--- src/rtl/lamp_driver_flash_if.sv ---
// Lamp driver bus: controller requests in, registered lamp drive and status out.
interface lamp_driver_flash_if #(
    parameter int unsigned N_LAMPS = 7
);
    logic [N_LAMPS-1:0] lights;
    logic [N_LAMPS-1:0] blink_en;
    logic               fault;
    logic               lamp_test;
    logic [N_LAMPS-1:0] lamps;
    logic [1:0]         mode;
    logic               blink_ph;

    modport master (
        output lights, blink_en, fault, lamp_test,
        input  lamps, mode, blink_ph
    );

    modport slave (
        input  lights, blink_en, fault, lamp_test,
        output lamps, mode, blink_ph
    );
endinterface

--- src/rtl/lamp_driver_flash.sv ---
// Registered lamp driver with per-lamp blink, timed lamp test and fault flash.
// Outputs are computed from next-state so lamps and mode always agree in a cycle.
module lamp_driver_flash #(
    parameter int unsigned        N_LAMPS     = 7,
    parameter int unsigned        BLINK_DIV   = 25_000_000,
    parameter int unsigned        TEST_CYCLES = 50_000_000,
    parameter logic [N_LAMPS-1:0] FAULT_MASK  = N_LAMPS'(7'b0100100)
) (
    input  logic                clk,
    input  logic                reset_n,
    lamp_driver_flash_if.slave  bus
);
    localparam int unsigned BW = ($clog2(BLINK_DIV) < 1) ? 1 : $clog2(BLINK_DIV);
    localparam int unsigned TW = ($clog2(TEST_CYCLES) < 1) ? 1 : $clog2(TEST_CYCLES);
    localparam logic [BW-1:0] BLINK_LAST = BW'(BLINK_DIV - 1);
    localparam logic [TW-1:0] TEST_LOAD  = TW'(TEST_CYCLES - 1);

    typedef enum logic [1:0] {
        S_NORMAL = 2'd0,
        S_FAULT  = 2'd1,
        S_TEST   = 2'd2
    } state_t;

    state_t             state_q, state_d;
    logic [BW-1:0]      cnt_q, cnt_d;
    logic [TW-1:0]      tcnt_q, tcnt_d;
    logic               ph_q, ph_d;
    logic               lt_q;
    logic [N_LAMPS-1:0] lamps_q, lamps_d;
    logic               lt_rise;

    assign lt_rise = bus.lamp_test & ~lt_q;

    always_ff @(posedge clk or negedge reset_n) begin
        if (!reset_n) begin
            state_q <= S_NORMAL;
            cnt_q   <= '0;
            tcnt_q  <= '0;
            ph_q    <= 1'b1;
            lt_q    <= 1'b0;
            lamps_q <= '0;
        end else begin
            state_q <= state_d;
            cnt_q   <= cnt_d;
            tcnt_q  <= tcnt_d;
            ph_q    <= ph_d;
            lt_q    <= bus.lamp_test;
            lamps_q <= lamps_d;
        end
    end

    always_comb begin
        state_d = state_q;
        tcnt_d  = tcnt_q;
        cnt_d   = cnt_q;
        ph_d    = ph_q;
        lamps_d = '0;

        // Lamp-test edges are only honoured outside TEST, so a test never restarts.
        case (state_q)
            S_NORMAL, S_FAULT: begin
                if (lt_rise) begin
                    state_d = S_TEST;
                    tcnt_d  = TEST_LOAD;
                end else begin
                    state_d = bus.fault ? S_FAULT : S_NORMAL;
                end
            end
            S_TEST: begin
                if (tcnt_q == '0) begin
                    state_d = bus.fault ? S_FAULT : S_NORMAL;
                end else begin
                    tcnt_d = tcnt_q - TW'(1);
                end
            end
            default: state_d = S_NORMAL;
        endcase

        // Every mode change restarts the blink period in its lit half.
        if (state_d != state_q) begin
            cnt_d = '0;
            ph_d  = 1'b1;
        end else if (cnt_q == BLINK_LAST) begin
            cnt_d = '0;
            ph_d  = ~ph_q;
        end else begin
            cnt_d = cnt_q + BW'(1);
        end

        case (state_d)
            S_FAULT: lamps_d = FAULT_MASK & {N_LAMPS{ph_d}};
            S_TEST:  lamps_d = '1;
            default: lamps_d = bus.lights & (~bus.blink_en | {N_LAMPS{ph_d}});
        endcase
    end

    assign bus.lamps    = lamps_q;
    assign bus.mode     = state_q;
    assign bus.blink_ph = ph_q;
endmodule

--- src/flat_wrapper.sv ---
// flat-port wrapper written by rule: the top's interface ports become plain ports
module lamp_driver_flash_flat 
#(
    parameter int unsigned        N_LAMPS     = 7,
    parameter int unsigned        BLINK_DIV   = 25_000_000,
    parameter int unsigned        TEST_CYCLES = 50_000_000,
    parameter logic [N_LAMPS-1:0] FAULT_MASK  = N_LAMPS'(7'b0100100)
)
  (clk, reset_n, bus_lights, bus_blink_en, bus_fault, bus_lamp_test, bus_lamps, bus_mode, bus_blink_ph);
  lamp_driver_flash_if #(.N_LAMPS(N_LAMPS)) bus_i ();
  input  logic clk;
  input  logic reset_n;
  input wire logic [$bits(bus_i.lights)-1:0] bus_lights;
  input wire logic [$bits(bus_i.blink_en)-1:0] bus_blink_en;
  input wire logic [$bits(bus_i.fault)-1:0] bus_fault;
  input wire logic [$bits(bus_i.lamp_test)-1:0] bus_lamp_test;
  output wire logic [$bits(bus_i.lamps)-1:0] bus_lamps;
  output wire logic [$bits(bus_i.mode)-1:0] bus_mode;
  output wire logic [$bits(bus_i.blink_ph)-1:0] bus_blink_ph;
  assign bus_i.lights = bus_lights;
  assign bus_i.blink_en = bus_blink_en;
  assign bus_i.fault = bus_fault;
  assign bus_i.lamp_test = bus_lamp_test;
  assign bus_lamps = bus_i.lamps;
  assign bus_mode = bus_i.mode;
  assign bus_blink_ph = bus_i.blink_ph;
  lamp_driver_flash #(.N_LAMPS(N_LAMPS), .BLINK_DIV(BLINK_DIV), .TEST_CYCLES(TEST_CYCLES), .FAULT_MASK(FAULT_MASK)) u_core (.clk(clk), .reset_n(reset_n), .bus(bus_i));
endmodule
--- config.mk ---
export PLATFORM = sky130hd
export DESIGN_NAME = lamp_driver_flash_flat
export DESIGN_NICKNAME = d
export VERILOG_FILES = /design/src/rtl/lamp_driver_flash_if.sv /design/src/rtl/lamp_driver_flash.sv /design/src/flat_wrapper.sv
export SDC_FILE = /design/constraint.sdc
export NUM_CORES = 1
export LEC_CHECK = 0
export ABC_AREA = 1
export CAP_MARGIN = 0
export CORE_ASPECT_RATIO = 0.75
export CORE_UTILIZATION = 40
export DETAILED_ROUTE_END_ITERATION = 10
export GPL_ROUTABILITY_DRIVEN = 0
export PLACE_DENSITY = 0.69
export SLEW_MARGIN = 10
export SYNTH_ARGS = -nofsm -noshare
export SYNTH_HDL_FRONTEND = slang
export SYNTH_SLANG_ARGS = --single-unit
--- constraint.sdc ---
create_clock -name clk -period 3.4 [get_ports clk]
set_clock_uncertainty 0.05 [all_clocks]
set_input_delay 0.68 -clock clk [delete_from_list [all_inputs] [get_ports clk]]
set_output_delay 0.68 -clock clk [all_outputs]
set_load 0.05 [all_outputs]
* Yosys cells after proc, flatten, opt, wreduce, memory -nomap -nowiden
Index checks and enable logic that the tools add are counted.
** Storage, ports and cells
- Bits in registers :: 62
- Input port bits :: 18
- Output and inout port bits :: 10
- Logic and storage cells :: 39
** Cells by class
- Add/sub/neg operators :: 2
- Eq/ne operators :: 8
- Multiplexer cells :: 12
- Bitwise operators :: 6
- Reductions and logical operators :: 5
** Operators with widths (count)
- 26-bit two-way mux :: 2
- 26-bit one-hot mux with 2 select lines :: 1
- 25-bit two-way mux :: 2
- 26-bit zero test :: 1
- 26-bit by 1-bit subtractor with 26-bit output, second input constant :: 1
- 25-bit by 1-bit adder with 25-bit output, second input constant :: 1
- 25-bit == test, second input constant :: 1
- 7-bit one-hot mux with 2 select lines :: 1
- 7-bit AND :: 1
- 7-bit NOT :: 1
- 7-bit bitwise OR :: 1
- 2-bit by 1-bit == test with 1-bit output, second input constant :: 2
- 2-bit == test, second input constant :: 2
- 2-bit two-way mux :: 2
- 2-bit one-hot mux with 2 select lines :: 1
- 1-bit two-way mux :: 3
- 3-bit AND reduction :: 1
- 2-bit zero test :: 1
- 2-bit by 1-bit inequality test with 1-bit output, second input constant :: 1
- 2-bit inequality test :: 1
- 2-bit inequality test, second input constant :: 1
- 1-bit NOT :: 2
- 2-bit nonzero test :: 1
- 2-bit OR reduction :: 1
- 1-bit AND :: 1

* Longest topological paths before layout
- Depth after elaboration :: 9
- Mapped depth :: 16
- Mapped depth without buffers :: 15

* Worst setup path before layout
No wires, ideal clock.
- Kind :: register to register
- Start point :: register u_core.tcnt_q[0]
- End point :: register u_core.lamps_q[2], in the netlist u_core.bus.lamps[2]
- Arrival :: 2.326 ns
- Required time :: 3.229 ns
- Path slack :: 0.903 ns
- Cell stages (with the launch flop) :: 16
- Path buffers :: 2
- Cells stage by stage :: dfrtp_1 inv_1 ha_1 nand2_1 nor2_2 nand2_1 nor2_1 nand2_1 nand2_1 nand2_4 buf_2 ha_1 clkbuf_1 nor2_1 a21oi_2 nand2_1
** On the way
- Cells in the longest elaborated chain, start to end :: 8
** Ends and longest elaborated chain
- from (decl) :: line lamp_driver_flash.sv:26 : logic [TW-1:0] tcnt_q, tcnt_d;
- from (signal assigned) :: line lamp_driver_flash.sv:45 : tcnt_q <= tcnt_d;
- 26-bit zero test * :: line lamp_driver_flash.sv:70 : if (tcnt_q == '0) begin
- 2-bit two-way mux * :: line lamp_driver_flash.sv:70
- 2-bit one-hot mux with 2 select lines * :: line lamp_driver_flash.sv:60 : case (state_q)
- net u_core.state_d[1] :: line lamp_driver_flash.sv:24 : state_t state_q, state_d;
- 2-bit inequality test :: line lamp_driver_flash.sv:80 : if (state_d != state_q) begin
- 1-bit two-way mux :: line lamp_driver_flash.sv:80
- 7-bit bitwise OR :: line lamp_driver_flash.sv:93 : default: lamps_d = bus.lights & (~bus.blink_en | {N_LAMPS{ph_d}});
- 7-bit AND :: line lamp_driver_flash.sv:93
- 7-bit one-hot mux with 2 select lines * :: line lamp_driver_flash.sv:90 : case (state_d)
- net u_core.lamps_d[2] :: line lamp_driver_flash.sv:29 : logic [N_LAMPS-1:0] lamps_q, lamps_d;
- to (signal assigned) :: line lamp_driver_flash.sv:48 : lamps_q <= lamps_d;
- to (decl) :: line lamp_driver_flash.sv:29
The timed path passes the listed nets; every way through them passes the cells marked *.
A chain may end at the register's enable or synchronous reset.

* Worst setup path in the final report
- Start point :: register u_core.tcnt_q[0]
- End point :: register u_core.lamps_q[0], in the netlist u_core.bus.lamps[0]
** On the way
- Cells in the longest elaborated chain, start to end :: 8
** Ends and longest elaborated chain (line)
- 26-bit zero test * :: lamp_driver_flash.sv:70
- 2-bit two-way mux * :: lamp_driver_flash.sv:70
- 2-bit one-hot mux with 2 select lines * :: lamp_driver_flash.sv:60
- 2-bit inequality test :: lamp_driver_flash.sv:80
- 1-bit two-way mux :: lamp_driver_flash.sv:80
- 7-bit bitwise OR :: lamp_driver_flash.sv:93
- 7-bit AND :: lamp_driver_flash.sv:93
- 7-bit one-hot mux with 2 select lines * :: lamp_driver_flash.sv:90
- net u_core.lamps_d[0] :: lamp_driver_flash.sv:29
Marked as above.

==> flow_summary.toml <==
[clock_network]
postCtsHoldBufs = 0
clk_pin_slew_ps = 60
ctsResizeCount = 0
cts-root-buf = "clkbuf_16"
cts_buffer_depth = 2
htreeDepth = 3
cts_tree = "yes"
clock-sinks = 62
cts_buffers = 9
clock_latency_ps = 330
cts_setup_buffers = 0

[sta]
clock.fmax_mhz = 367
hold_ws_ps = 378
finalHoldViolCount = 0
setup_slack_ps = 676
setup_viol = 0
slew_violations = 0
period_needed_ps = 2720
tightest_slew_ps = 772
rsz0062_at_grt = "false"
tns_ps = 0
max_slew_margin_pct = 48.5
finalCritPeriodShare_pct = 80.1

[setup_path]
end_kind = "flip-flop"
critPathKind = "reg -> reg"
crit_path_max_fanout = 29
r2r_end = "u_core.bus.lamps[0]"
slowest_delay_ps = 460
worstPathArrival_ps = 2940
path_cells = "inv_1 > ha_1 > nand2_1 > nor2_2 > nand2_1 > nor2_1 > nand2_1 > nand2_1 > nand2_4 > ha_1 > nor2_1 > inv_1 > nand2_1"
reg2reg_from = "u_core.tcnt_q[0]"
r2r_slack_ps = 680
slowest_stage = "ha_1"
start_kind = "flip-flop"
cpMostUsedCell = "nand2_1"
critPathRequiredTime_ps = 3620
rr_worst_depth = 13

[floorplanning]
fp.dieH_um = 84.7
ioPinCount = 28
die-area_um2 = 9510
core_area_um2 = 8640
initial_core_util_pct = 42.2
die_w_um = 112
std_cell_rows = 29

[synth]
synth-edff-count = 0
yosys.area.top_type = "dfrtp_1"
synth_nets = 497
synth.area.top_cells = "dfrtp_1 42%, nand2_1 10%, nor2_1 7.4%"
synth_cell_types = 41
async_flop_share_pct = 100
synthesis.area_um2 = 3650
ys_warn_count = 0
ys_ff_latch = 62
ys.flop_type = "dfrtp_1"
yosysSeqAreaShare_pct = 42.6
synth_cells = 475
yosys.cell_count.top_type = "nand2_1"
avgSynthCellArea_um2 = 7.68
yosys-top-cells-count = "99 x nand2_1, 72 x nor2_1, 62 x inv_1"
synth_top_area_share_pct = 41.9

[global_route]
track_usage_pct = 19.3
antenna_found_initial = 0
grt_pass1_wl_um = 14500
grt_max_degree = 33
grt_pass1_vias = 2997
grt-ovfl-total = 0

[detailed_routing]
wirelength_um = 8490
vias = 3243
drtAntennaViolNets = 0
vias_per_cell = 5.21
firstDrtPassIters = 5
post-route-drc-count = 0
routedWlPerCell_um = 13.7
drt-initial-drc-count = 244

[job]
maxCapViolCount = 0

[status]
status = "finished, final reports clean"

[pwr]
power.internal_mw = 1.70
clockPowerShare_pct = 33.2
irDropWorstVdd_v = 0.000568
p_comb_share_pct = 32.0
swShare_pct = 37.2
leakage_nw = 1.85
power_mw = 2.71
p_per_area_nw_per_um2 = 628
power_switching_mw = 1.01
p_seq_share_pct = 34.8

[finish]
drive_above_1_share_pct = 10.3
regArea_um2 = 1550
diodes = 0
fillers = 825
synthToLayoutAreaGrowth_pct = 18.5
fin_nets = 532
multi_input_area_um2 = 1810

[placed_design]
place_worst_setup_slack_ps = 457
dpl.hpwl_um = 6270
io_buffer_count = 27

[min_path]
hp-class = "in -> async"
critical path: cells and delay by family, from the launching register on:
kind | cells | cell delay, ps
flip-flops | 1 | 400
adder cells (fa/ha/maj) | 2 | 710
AND/OR/NAND/NOR | 9 | 1240
buffers and inverters | 2 | 260
layout by cell type, fill, tap and decap left out, types with 3 or more instances in the layout:
cell	synthesis	layout
nor4_1	5	5
o21bai_1	5	5
nand4_1	17	17
ha_1	4	4
o21ai_0	24	24
nor2_2	7	7
xor2_1	17	17
nand3_2	6	6
xnor2_1	3	3
nand3_1	21	21
inv_1	62	62
a21oi_1	13	13
dfrtp_1	61	61
nor2_1	72	72
clkbuf_16	0	9
clkdlybuf4s50_1	0	26
nor3_1	19	19
nand2_2	6	6
buf_4	0	3
nand2_1	99	99
sequential cells by signal (all words and copies together) (netlist names):
signal	cells
u_core.bus.blink_ph	1
u_core.bus.mode	2
u_core.bus.lamps	7
u_core.tcnt_q	26
u_core.lt_q	1
u_core.cnt_q	25
per-layer routing:
layer | vias to the layer above | track usage, % | share of wire (%) | wire [µm]
met1 | 1496 | 29.5 | 52 | 4430
met5 | - | 0 | 0 | 0
met2 | 128 | 26.8 | 40 | 3390
met3 | 8 | 4.62 | 6.9 | 590
li1 | 1611 | - | - | -
met4 | 0 | 5.45 | 0.91 | 77
through the flow:
step	utilization [%]	instance area [µm²]	cells
2_1_floorplan	-	3650	475
3_3_place_gp	46.7	4030	607
3_5_place_dp	46.7	4030	607
4_1_cts	50.0	4320	622
5_1_grt	50.0	4320	622
6_report	50.0	4320	622
how the worst max path moves through the flow:
| stage | from | end | slack (ps) | depth (start not counted) |
|---|---|---|---|---|
| final | u_core.tcnt_q[0] | u_core.bus.lamps[0] | 680 | 13 |
| after global routing | u_core.tcnt_q[0] | u_core.bus.lamps[6] | 360 | 13 |
| after CTS | u_core.tcnt_q[0] | u_core.bus.lamps[0] | 660 | 13 |
| after detailed placement | bus_lamp_test | u_core.bus.lamps[4] | 460 | 10 |
| after global placement | bus_lamp_test | u_core.bus.lamps[0] | 520 | 10 |
| after floorplan | u_core.tcnt_q[0] | u_core.bus.lamps[2] | 900 | 15 |
area by class of cell:
class	count	area share (%)
multi-input cells	343	42.0
flip-flops and latches	62	35.9
repair buffers	30	6.66
clock buffers	11	5.62
inverters	64	5.56
well taps	108	3.13
clock inverters	4	1.10
power by group through the flow:
stage          Clock [mW]  Combinational (mW)  Sequential, mW
2_1_floorplan           0               0.478            1.11
3_3_place_gp            0               0.854           0.953
3_5_place_dp            0               0.874           0.949
4_1_cts             0.918               0.873           0.943
5_1_grt             0.955               0.969           0.956
6_report            0.900               0.868           0.944
kinds of logic (layout without fill, tap and decap cells):
| family | count (synthesis) | after routing | synth area share [%] |
|---|---|---|---|
| AOI/OAI and AO/OA | 49 | 49 | 7.55 |
| xor gates and xnor gates | 20 | 20 | 4.80 |
| adders and majority gates | 4 | 4 | 1.37 |
| buffers and inverters | 70 | 109 | 7.68 |
| DFF | 62 | 62 | 42.6 |
| and+or+nand+nor | 270 | 270 | 36.0 |
Note: power is estimated with default switching activity, not from simulation.
